$ cat src/rtl/pipeline_ctrl.sv
`default_nettype none
// ============================================================================
// Module  : pipeline_ctrl
// Purpose : Stall/flush controller for the 5-stage RV32I pipeline registers.
// Rev     : 1.0
// ============================================================================
module pipeline_ctrl #(
  parameter int CNT_W       = 32,
  parameter int MEM_TIMEOUT = 64
) (
  input  logic             clk,
  input  logic             rst,
  input  logic [4:0]       id_rs1_i,
  input  logic [4:0]       id_rs2_i,
  input  logic             id_rs1_used_i,
  input  logic             id_rs2_used_i,
  input  logic [4:0]       ex_rd_i,
  input  logic             ex_mem_read_i,
  input  logic             ex_branch_taken_i,
  input  logic             mem_req_i,
  input  logic             mem_ack_i,
  input  logic             imem_valid_i,
  output logic             pc_en_o,
  output logic             if_id_en_o,
  output logic             id_ex_en_o,
  output logic             ex_mem_en_o,
  output logic             mem_wb_en_o,
  output logic             if_id_flush_o,
  output logic             id_ex_flush_o,
  output logic             mem_wb_flush_o,
  output logic             err_o,
  output logic [CNT_W-1:0] stall_cnt_o,
  output logic [CNT_W-1:0] flush_cnt_o
);

  localparam int WAIT_W = $clog2(MEM_TIMEOUT + 1);

  typedef enum logic [1:0] {
    S_RESET_HOLD = 2'd0,
    S_RUN        = 2'd1,
    S_MEM_WAIT   = 2'd2,
    S_ERROR      = 2'd3
  } state_e;

  state_e              state_q;
  logic [WAIT_W-1:0]   wait_q;
  logic                err_q;
  logic [CNT_W-1:0]    stall_q;
  logic [CNT_W-1:0]    flush_q;

  logic                w_mem_wait;
  logic                w_hazard;
  logic                w_active;
  logic                w_branch_fire;
  logic [WAIT_W-1:0]   w_wait_inc;

  assign w_mem_wait    = mem_req_i & ~mem_ack_i;
  assign w_hazard      = ex_mem_read_i & (ex_rd_i != 5'd0) &
                         ((id_rs1_used_i & (id_rs1_i == ex_rd_i)) |
                          (id_rs2_used_i & (id_rs2_i == ex_rd_i)));
  assign w_active      = ~rst & ((state_q == S_RUN) | (state_q == S_MEM_WAIT));
  assign w_branch_fire = w_active & ~w_mem_wait & ex_branch_taken_i;
  // The entry cycle from RUN counts as the first wait cycle.
  assign w_wait_inc    = ((state_q == S_MEM_WAIT) ? wait_q : '0) + WAIT_W'(1);

  always_comb begin
    pc_en_o        = 1'b0;
    if_id_en_o     = 1'b0;
    id_ex_en_o     = 1'b0;
    ex_mem_en_o    = 1'b0;
    mem_wb_en_o    = 1'b0;
    if_id_flush_o  = 1'b0;
    id_ex_flush_o  = 1'b0;
    mem_wb_flush_o = 1'b0;
    if (rst || state_q == S_RESET_HOLD) begin
      if_id_flush_o  = 1'b1;
      id_ex_flush_o  = 1'b1;
      mem_wb_flush_o = 1'b1;
    end else if (w_active) begin
      if (w_mem_wait) begin
        mem_wb_en_o    = 1'b1;
        mem_wb_flush_o = 1'b1;
      end else if (ex_branch_taken_i) begin
        pc_en_o       = 1'b1;
        if_id_en_o    = 1'b1;
        id_ex_en_o    = 1'b1;
        ex_mem_en_o   = 1'b1;
        mem_wb_en_o   = 1'b1;
        if_id_flush_o = 1'b1;
        id_ex_flush_o = 1'b1;
      end else if (w_hazard) begin
        id_ex_en_o    = 1'b1;
        id_ex_flush_o = 1'b1;
        ex_mem_en_o   = 1'b1;
        mem_wb_en_o   = 1'b1;
      end else if (!imem_valid_i) begin
        if_id_en_o    = 1'b1;
        if_id_flush_o = 1'b1;
        id_ex_en_o    = 1'b1;
        ex_mem_en_o   = 1'b1;
        mem_wb_en_o   = 1'b1;
      end else begin
        pc_en_o     = 1'b1;
        if_id_en_o  = 1'b1;
        id_ex_en_o  = 1'b1;
        ex_mem_en_o = 1'b1;
        mem_wb_en_o = 1'b1;
      end
    end
  end

  always_ff @(posedge clk) begin
    if (rst) begin
      state_q <= S_RESET_HOLD;
      wait_q  <= '0;
      err_q   <= 1'b0;
      stall_q <= '0;
      flush_q <= '0;
    end else begin
      if (w_active && !pc_en_o && !(&stall_q)) begin
        stall_q <= stall_q + CNT_W'(1);
      end
      if (w_branch_fire && !(&flush_q)) begin
        flush_q <= flush_q + CNT_W'(1);
      end
      case (state_q)
        S_RESET_HOLD: begin
          state_q <= S_RUN;
          wait_q  <= '0;
        end
        S_RUN, S_MEM_WAIT: begin
          if (w_mem_wait) begin
            wait_q <= w_wait_inc;
            if (w_wait_inc >= WAIT_W'(MEM_TIMEOUT)) begin
              state_q <= S_ERROR;
              err_q   <= 1'b1;
            end else begin
              state_q <= S_MEM_WAIT;
            end
          end else begin
            wait_q  <= '0;
            state_q <= S_RUN;
          end
        end
        default: begin
          state_q <= S_ERROR;
        end
      endcase
    end
  end

  assign err_o       = err_q;
  assign stall_cnt_o = stall_q;
  assign flush_cnt_o = flush_q;

endmodule
`default_nettype wire

$ cat config.mk
export PLATFORM = sky130hd
export DESIGN_NAME = pipeline_ctrl
export DESIGN_NICKNAME = d
export VERILOG_FILES = /design/src/rtl/pipeline_ctrl.sv
export SDC_FILE = /design/constraint.sdc
export NUM_CORES = 1
export LEC_CHECK = 0
export ABC_AREA = 0
export CORE_AREA = 2 2 90 92
export CTS_CLUSTER_SIZE = 25
export DETAILED_ROUTE_END_ITERATION = 7
export DIE_AREA = 0 0 92 94
export DONT_BUFFER_PORTS = 1
export GPL_ROUTABILITY_DRIVEN = 0
export PLACE_DENSITY = 0.71
export SKIP_CTS_REPAIR_TIMING = 1
export SLEW_MARGIN = 20
export SYNTH_ARGS = -nofsm -noshare
export SYNTH_HDL_FRONTEND = slang
export SYNTH_SLANG_ARGS = --single-unit
$ cat constraint.sdc
create_clock -name clk -period 2.4 [get_ports clk]
set_clock_uncertainty 0.1 [all_clocks]
set_input_delay 0.36 -clock clk [delete_from_list [all_inputs] [get_ports clk]]
set_output_delay 0.36 -clock clk [all_outputs]
set_load 0.005 [all_outputs]
# After elaboration in Yosys (flattened, before gate mapping)
# Index checks and enable logic that the tools add are counted.
[word_totals]
output_inout_bits = 73
register_bits = 74
rom_bits = 0
inputBits = 24
mem_count = 0
latch_bits = 0
ram_bits = 0
[classes]
reduce_logical = 14
shifts = 0
muxes = 36
order_cmp = 1
n_div = 0
bitwise = 13
eq_ne = 4
n_mul = 0
addsub = 3
[op_table]
columns = ["cell", "n"]
rows = [
  ["adder 32 x 1 -> 32 bit, second input constant", 2],
  ["AND reduction 32 bit", 2],
  ["2-to-1 mux 1 bit", 31],
  ["2-to-1 mux 7 bit", 2],
  ["case mux 7 bit (2 select lines)", 1],
  ["== test 5 bit", 2],
  ["AND 1 bit", 8],
  ["adder 7 x 1 -> 7 bit, second input constant", 1],
  [">= comparator 7 bit, second input constant", 1],
  ["nonzero test 5 bit", 1],
  ["case mux 2 bit (2 select lines)", 1],
  ["logical AND 1 bit", 3],
  ["zero test 1 bit", 3],
  ["NOT 1 bit", 3],
  ["AND reduction 3 bit", 1],
  ["== test 2 x 1 -> 1 bit, second input constant", 1],
  ["== test 2 bit, second input constant", 1],
  ["zero test 2 bit", 1],
  ["2-to-1 mux 2 bit", 1],
  ["OR 1 bit", 2],
  ["nonzero test 2 bit", 1],
  ["OR reduction 2 bit", 1],
  ["logical OR 1 bit", 1],
]

# Longest topological paths before layout
# Gate-level depths: netlist of the first run.
[logic_depth]
ltp_word = 12
ltp_mapped = 10

# Least setup slack after synthesis of the first run
# Ideal clock, no wire load.
[synth_path]
path_kind = "reg-to-reg"
from = "reg stall_q[0] (netlist: stall_cnt_o[0])"
to = "reg stall_q[18] (netlist: stall_cnt_o[18])"
path_stages_with_launch = 10
t_arrival_ps = 2203
slack_ps = -24
setup_ps = 121
t_required_ps = 2179
period_less_slack_ps = 2424
path_cell_list = "dfxtp_1 ha_1 buf_2 inv_1 or4_4 or3_1 buf_6 nand4_4 nor3_2 mux2_4"
[synth_between]
elab_chain_cells = 3
[synth_lines]
columns = ["item", "line_no", "source"]
rows = [
  ["from (decl)", "48", "logic [CNT_W-1:0] stall_q;"],
  ["from (signal assigned)", "121", "stall_q <= stall_q + CNT_W'(1);"],
  ["branches (longest 3 deep; another with adder 32 x 1 -> 32 bit)", "--", ""],
]
# Several ways; the timed one is not identified.
# A chain may end at the register's enable or synchronous reset.

# Worst setup path after layout of the first run
[layout_path]
from = "reg state_q[0]"
to = "reg flush_q[30] (netlist: flush_cnt_o[30])"
[layout_between]
elab_chain_cells = 6
[layout_lines]
columns = ["item", "line_no", "source"]
rows = [
  ["from (decl)", "45", "state_e state_q;"],
  ["from (signal assigned)", "114", "state_q <= S_RESET_HOLD;"],
  ["from (signal assigned)", "128", "state_q <= S_RUN;"],
  ["from (signal assigned)", "135", "state_q <= S_ERROR;"],
  ["== test 2 x 1 -> 1 bit or == test 2 bit (tied branches)", "61", "assign w_active = ~rst & ((state_q == S_RUN) | (state_q == S_MEM_WAIT));"],
  ["OR 1 bit *", "61", ""],
  ["AND 1 bit *", "61", ""],
  ["AND 1 bit * (2 in a row)", "62", "assign w_branch_fire = w_active & ~w_mem_wait & ex_branch_taken_i;"],
  ["logical AND 1 bit *", "123", "if (w_branch_fire && !(&flush_q)) begin"],
  ["to (signal assigned)", "124", "flush_q <= flush_q + CNT_W'(1);"],
  ["to (decl)", "49", "logic [CNT_W-1:0] flush_q;"],
]
# Every way passes the cells marked *; elsewhere a longest branch is shown, timed or not.

==> flow_metrics.env, run 1 <==
export IMPL_status="completed"
export IMPL_holdWs_ns=0.138
export IMPL_synth_largest_area_cell="dfxtp_1"
export IMPL_cp_end_kind="flip-flop"
export IMPL_cp_data_arrival_time_ns=2.45
export IMPL_path_clk_slew_ns=0.08
export IMPL_p_sw_share_pct=31.6
export IMPL_critPathLaunchType="flip-flop"
export IMPL_cts_root_buf="clkbuf_8"
export IMPL_required_ns=2.58
export IMPL_coreArea_sq_um=7610
export IMPL_ys_ff_latch=74
export IMPL_syn_inst=508
export IMPL_synth_area_leaders="dfxtp_1 36%, xnor2_1 7.3%, nor2_1 5.1%"
export IMPL_dr_pass1_iters=5
export IMPL_critical_path_cell_chain="inv_1, ha_1, nor2b_2, nand3_1, or3_4, or4_1, a21oi_1"
export IMPL_drc=0
export IMPL_pwr_share_comb_pct=23.2
export IMPL_cts_sinks=74
export IMPL_vdd_drop_max_mv=0.298
export IMPL_io_pin_count=97
export IMPL_synthToLayoutAreaGrowth_pct=14.7
export IMPL_synth_fp_nets=538
export IMPL_syn_avg_cell_area_sq_um=8.04
export IMPL_r2r_slack_ns=0.13
export IMPL_cts_tree="built"
export IMPL_p_sw_uw=943
export IMPL_drive_above_1_share_pct=16.2
export IMPL_ys_flop_type="dfxtp_1"
export IMPL_synth_most_common_cell="dfxtp_1"
export IMPL_synth_common_cells="74 x dfxtp_1, 56 x nor2_1, 41 x nand2_1"
export IMPL_relSlewSlack_pct=69.8
export IMPL_grtUsageTotal_pct=24.0
export IMPL_ys_types=56
export IMPL_first_global_vias=3679
export IMPL_async_flop_share_pct=0
export IMPL_p_int_uw=2040
export IMPL_max_freq_ghz=0.441
export IMPL_dr_first_iter_drc_count=115
export IMPL_grt_pass1_wl_microns=16900
export IMPL_vias_per_cell=6.07
export IMPL_criticalPathCategory="flip-flop to flip-flop"
export IMPL_syn_cell_area_sq_um=4080
export IMPL_fin_ws_ns=0.134
export IMPL_dpl_worst_slack_ns=0.0746
export IMPL_hold_class="primary input to flip-flop"
export IMPL_port_buffers=0
export IMPL_hold_depth=2
export IMPL_design_die_area_sq_um=8650
export IMPL_period_share_pct=94.4
export IMPL_num_antenna_cells=0
export IMPL_drv_cap=0
export IMPL_power_leakage_uw=0.00155
export IMPL_cp_slowest_cell="or4_1"
export IMPL_nets=561
export IMPL_grt_ovfl_total=0
export IMPL_ys_warn_count=0
export IMPL_powerDensity_nw_per_um2=636
export IMPL_hpwl_microns=7170
export IMPL_rr_worst_depth=7
export IMPL_synth_top_area_share_pct=36.3
export IMPL_clockPowerShare_pct=33.5
export IMPL_p_seq_share_pct=43.2
export IMPL_h_tree_depth=3
export IMPL_die_h_microns=94
export IMPL_grt_max_degree=76
export IMPL_vias=3872
export IMPL_cts_buffer_depth=2
export IMPL_setup_violations=0
export IMPL_ys_seq_area_share_pct=36.3
export IMPL_antenna_found_initial=0
export IMPL_slowest_delay_ns=0.48
export IMPL_drv_slew=0
export IMPL_rows=32
export IMPL_hold_viol=0
export IMPL_fill_cells=694
export IMPL_clock_latency_ns=0.35
export IMPL_start_util_pct=53.7
export IMPL_dieWidth_microns=92
export IMPL_synth_edf_count=0
export IMPL_path_max_fanout=6
export IMPL_min_period_ns=2.27
export IMPL_cts_buffers=9
export IMPL_wl_per_cell_microns=15.9
export IMPL_ant_nets=0
export IMPL_tightest_slew_ns=0.451
export IMPL_drt_wl_total_microns=10200
-- path summary, 6_finish.rpt --
path                                 start              end
worst min register to register       err_o            err_o
worst min-delay path                   rst  stall_cnt_o[12]
worst max register to register  state_q[0]  flush_cnt_o[30]
worst max-delay path            state_q[0]  flush_cnt_o[30]
-- final cells by class --
type                       instances  area [sq um]  area share [%]
clock buffer                      10           138            2.94
clock inverter                     6          62.6            1.34
inverter                           8          30.0           0.641
multi-input combinational        394          2480            53.0
sequential                        74          1480            31.6
tap                              102           128            2.73
timing repair buffer              44           363            7.75
-- worst max-delay path, delay by kind of cell, from the launching register on --
kind / cells / cell delay [ns]
AOI/OAI and AO/OA: 1 / 0.15
adders and majority gates: 1 / 0.31
buffers and inverters: 1 / 0.07
and+or+nand+nor: 4 / 1.23
DFF: 1 / 0.34
-- routing by layer --
| metal | global-route usage [%] | share of wire [%] | vias up | wire, microns |
|---|---|---|---|---|
| li1 | - | - | 1901 | - |
| met1 | 26.1 | 41 | 1838 | 4190 |
| met2 | 42.5 | 50 | 110 | 5060 |
| met3 | 9.55 | 7.1 | 23 | 718 |
| met4 | 7.96 | 2.0 | 0 | 202 |
| met5 | 0 | 0 | - | 0 |
-- cells by family after synthesis --
family | after synthesis | synth area share [%]
AND/OR/NAND/NOR | 259 | 34.8
AO/OA/AOI/OAI | 87 | 13.2
flip-flops | 74 | 36.3
buffers and inverters | 40 | 4.23
XOR/XNOR | 36 | 7.72
multiplexers | 6 | 1.90
adder cells (fa/ha/maj) | 6 | 1.84
-- state kept, by name, summed over array words and instances, names as in the netlist --
name / flops
err_o: 1
wait_q: 7
state_q: 2
flush_cnt_o: 32
stall_cnt_o: 32
-- stage by stage --
step / setup TNS [ns] / power (uW) / instances / cell area, sq um / utilization, %
after floorplan: 0 / 1780 / 508 / 4090 / -
after global placement: 0 / 1950 / 621 / 4420 / 58.1
after detailed placement: 0 / 1970 / 621 / 4420 / 58.1
after CTS: 0 / 2970 / 637 / 4620 / 60.7
after global routing: -0.0189 / 3140 / 638 / 4680 / 61.5
final: 0 / 2980 / 638 / 4680 / 61.5
-- power groups by stage --
| stage | sequential (uW) | combinational, uW | clock, uW |
|---|---|---|---|
| floorplan | 1320 | 456 | 0 |
| global route | 1300 | 769 | 1070 |
| detailed placement | 1320 | 652 | 0 |
| global placement | 1310 | 633 | 0 |
| CTS | 1290 | 654 | 1030 |
| finish | 1290 | 692 | 999 |
-- cells in the final DEF (no fill, tap or decap), types with 4 or more instances in the layout --
master,synthesis,routed
a21oi_1,34,33
and2_1,9,9
and3_1,7,7
and4_1,9,9
buf_4,1,42
clkbuf_8,0,10
dfxtp_1,74,74
ha_1,6,5
inv_1,7,7
nand2_1,41,41
nand3_1,23,23
nand4_1,26,26
nor2_1,56,56
nor2b_1,6,5
nor3_1,24,22
nor3_2,3,5
nor4_1,5,4
o21ai_0,19,19
o311ai_0,4,4
o31ai_1,12,12
or3_1,16,15
or4_1,16,16
xnor2_1,34,34
(Power assumes the default switching activity.)
==> run 2, diff against run 1 <==
- ABC_AREA: 0 -> 1
- CORE_AREA: 2 2 90 92 -> 2 2 95 97
- DIE_AREA: 0 0 92 94 -> 0 0 97 99
- PLACE_DENSITY: 0.71 -> 0.75
==> flow_metrics.env, run 2 <==
export IMPL_port_buffers=0
export IMPL_nets=821
export IMPL_synth_edf_count=0
export IMPL_synth_area_leaders="dfxtp_1 31%, nand2_1 20%, a21oi_1 7.2%"
export IMPL_ys_flop_type="dfxtp_1"
export IMPL_path_clk_slew_ns=0.09
export IMPL_cts_buffers=9
export IMPL_hold_class="primary input to flip-flop"
export IMPL_ys_types=31
export IMPL_fin_cells=903
export IMPL_start_util_pct=56.3
export IMPL_dr_pass1_iters=6
export IMPL_power_leakage_uw=0.00202
export IMPL_dieWidth_microns=97
export IMPL_critical_path_cell_chain="inv_1, ha_4, inv_2, nor2_4, inv_2, nor2_4, inv_2, nor2_4, nand3_4, buf_8, inv_1"
export IMPL_syn_inst=766
export IMPL_pwr_share_comb_pct=23.6
export IMPL_clockPowerShare_pct=34.8
export IMPL_drc=0
export IMPL_period_share_pct=99.1
export IMPL_die_h_microns=99
export IMPL_synth_common_cells="254 x nand2_1, 85 x nor2_1, 74 x dfxtp_1"
export IMPL_h_tree_depth=3
export IMPL_critPathLaunchType="flip-flop"
export IMPL_drv_cap=0
export IMPL_drive_above_1_share_pct=10.4
export IMPL_placed_cell_area_sq_um=5080
export IMPL_fin_setup_tns_ns=0
export IMPL_path_max_fanout=5
export IMPL_coreArea_sq_um=8550
export IMPL_cts_root_buf="clkbuf_8"
export IMPL_design_die_area_sq_um=9600
export IMPL_rows=34
export IMPL_fin_util_pct=63.6
export IMPL_criticalPathCategory="flip-flop to output pin"
export IMPL_relSlewSlack_pct=59.9
export IMPL_p_int_uw=2100
export IMPL_p_sw_uw=997
export IMPL_vdd_drop_max_mv=0.303
export IMPL_min_delay_start="rst"
export IMPL_postLayoutCellArea_sq_um=5440
export IMPL_p_sw_share_pct=32.2
export IMPL_status="completed"
export IMPL_clock_latency_ns=0.35
export IMPL_p_seq_share_pct=41.7
export IMPL_async_flop_share_pct=0
export IMPL_required_ns=1.94
export IMPL_cts_sinks=74
export IMPL_num_antenna_cells=0
export IMPL_worst_path_buf_inv=6
export IMPL_cts_tree="built"
export IMPL_cts_buffer_depth=2
export IMPL_dr_first_iter_drc_count=211
export IMPL_synth_top_area_share_pct=30.8
export IMPL_synth_fp_nets=796
export IMPL_setup_violations=0
export IMPL_ys_warn_count=0
export IMPL_synth_largest_area_cell="dfxtp_1"
export IMPL_grt_pass1_wl_microns=22100
export IMPL_cp_end_kind="output pin"
export IMPL_final_common_cell="nand2_1"
export IMPL_grt_max_degree=70
export IMPL_drt_wl_total_microns=13200
export IMPL_vias_per_cell=5.65
export IMPL_grt_ovfl_total=0
export IMPL_cp_top_family="simple AND/OR/NAND/NOR gates"
export IMPL_fill_cells=829
export IMPL_first_global_vias=4916
export IMPL_vias=5101
export IMPL_rsz0062_at_grt="yes"
export IMPL_placed_cells=880
export IMPL_synthToLayoutAreaGrowth_pct=12.8
export IMPL_ant_nets=0
export IMPL_hold_viol=0
export IMPL_total_power_uw=3100
export IMPL_hpwl_microns=9730
export IMPL_tightest_slew_ns=0.597
export IMPL_r2r_start="flush_cnt_o[3]"
export IMPL_syn_cell_area_sq_um=4820
export IMPL_min_period_ns=2.38
export IMPL_antenna_found_initial=0
export IMPL_slowest_delay_ns=0.33
export IMPL_ys_seq_area_share_pct=30.8
export IMPL_ys_ff_latch=74
export IMPL_wl_per_cell_microns=14.6
export IMPL_grtUsageTotal_pct=27.3
export IMPL_io_pin_count=97
export IMPL_cp_startpoint="state_q[1]"
export IMPL_max_freq_ghz=0.421
export IMPL_final_cell_mix="253 x nand2_1, 85 x nor2_1, 72 x dfxtp_1"
export IMPL_powerDensity_nw_per_um2=570
export IMPL_synth_most_common_cell="nand2_1"
export IMPL_cp_slowest_cell="dfxtp_2"
export IMPL_drv_slew=0
export IMPL_cp_data_arrival_time_ns=1.92
export IMPL_syn_avg_cell_area_sq_um=6.29
[run 2: cell count changes after synthesis, moves of 16 or more]
cell     previous run  this run
nand2_1            41       254
inv_1               7        62
a21oi_1            34        69
xor2_1              2        32
nor2_1             56        85
nand4_1            26        48
xnor2_1            34        16
or3_1              16         0
or4_1              16         0
[run 2: logic make-up (layout without fill, tap and decap cells)]
logic type / Yosys count / after routing / share of synthesized area (%)
AOI/OAI and AO/OA: 80 / 80 / 8.49
and+or+nand+nor: 463 / 463 / 42.2
DFF: 74 / 74 / 30.8
buffers and inverters: 95 / 124 / 8.26
xor gates and xnor gates: 48 / 48 / 8.73
adders and majority gates: 6 / 6 / 1.56
[run 2: worst paths after layout]
| path | end | slack [ns] | cells past startpoint |
|---|---|---|---|
| max | pc_en_o | 0.02 | 11 |
| min reg2reg | err_o | 0.37 | 2 |
| min | state_q[1] | 0.1 | 3 |
| max reg2reg | flush_cnt_o[21] | 0.22 | 8 |
[run 2: worst register-to-register path, stage by stage, from the launching register on]
cell and delay, ns:
dfxtp_1 0.52, nand2_1 0.18, nor2_1 0.31, nand3_1 0.15
nor2_1 0.29, nand4_1 0.14, nor2_1 0.18, xnor2_1 0.14
nor2_1 0.06
[run 2: per-layer routing]
layer | global-route usage (%) | routed length, microns | vias to the layer above
met5 | 0 | 0 | -
met4 | 11.9 | 356 | 0
met3 | 6.38 | 995 | 36
met2 | 49.4 | 6610 | 201
met1 | 30.7 | 5210 | 2319
li1 | - | - | 2545
[run 2: metrics by stage]
step / worst slack, ns / hold WS (ns)
final: 0.0221 / 0.0975
after global routing: -0.0854 / 0.104
after CTS: -0.258 / -0.0442
after detailed placement: 0.0705 / 0.335
after global placement: 0.142 / 0.335
after floorplan: 0.225 / 0.337
[run 2: final cells by class]
cell class	instances	area [sq um]	area share, %
Clock inverter	6	92.6	1.70
Multi-Input combinational cell	597	2980	54.8
Clock buffer	9	124	2.28
Tap cell	108	135	2.49
Sequential cell	74	1480	27.3
Inverter	64	240	4.42
Timing Repair Buffer	45	382	7.02
[run 2: power groups by stage]
stage / registers [uW] / logic, uW / clock network (uW)
3_3_place_gp: 1320 / 570 / 0
2_1_floorplan: 1320 / 492 / 0
4_1_cts: 1290 / 592 / 1090
6_report: 1290 / 731 / 1080
3_5_place_dp: 1320 / 590 / 0
5_1_grt: 1300 / 799 / 1140
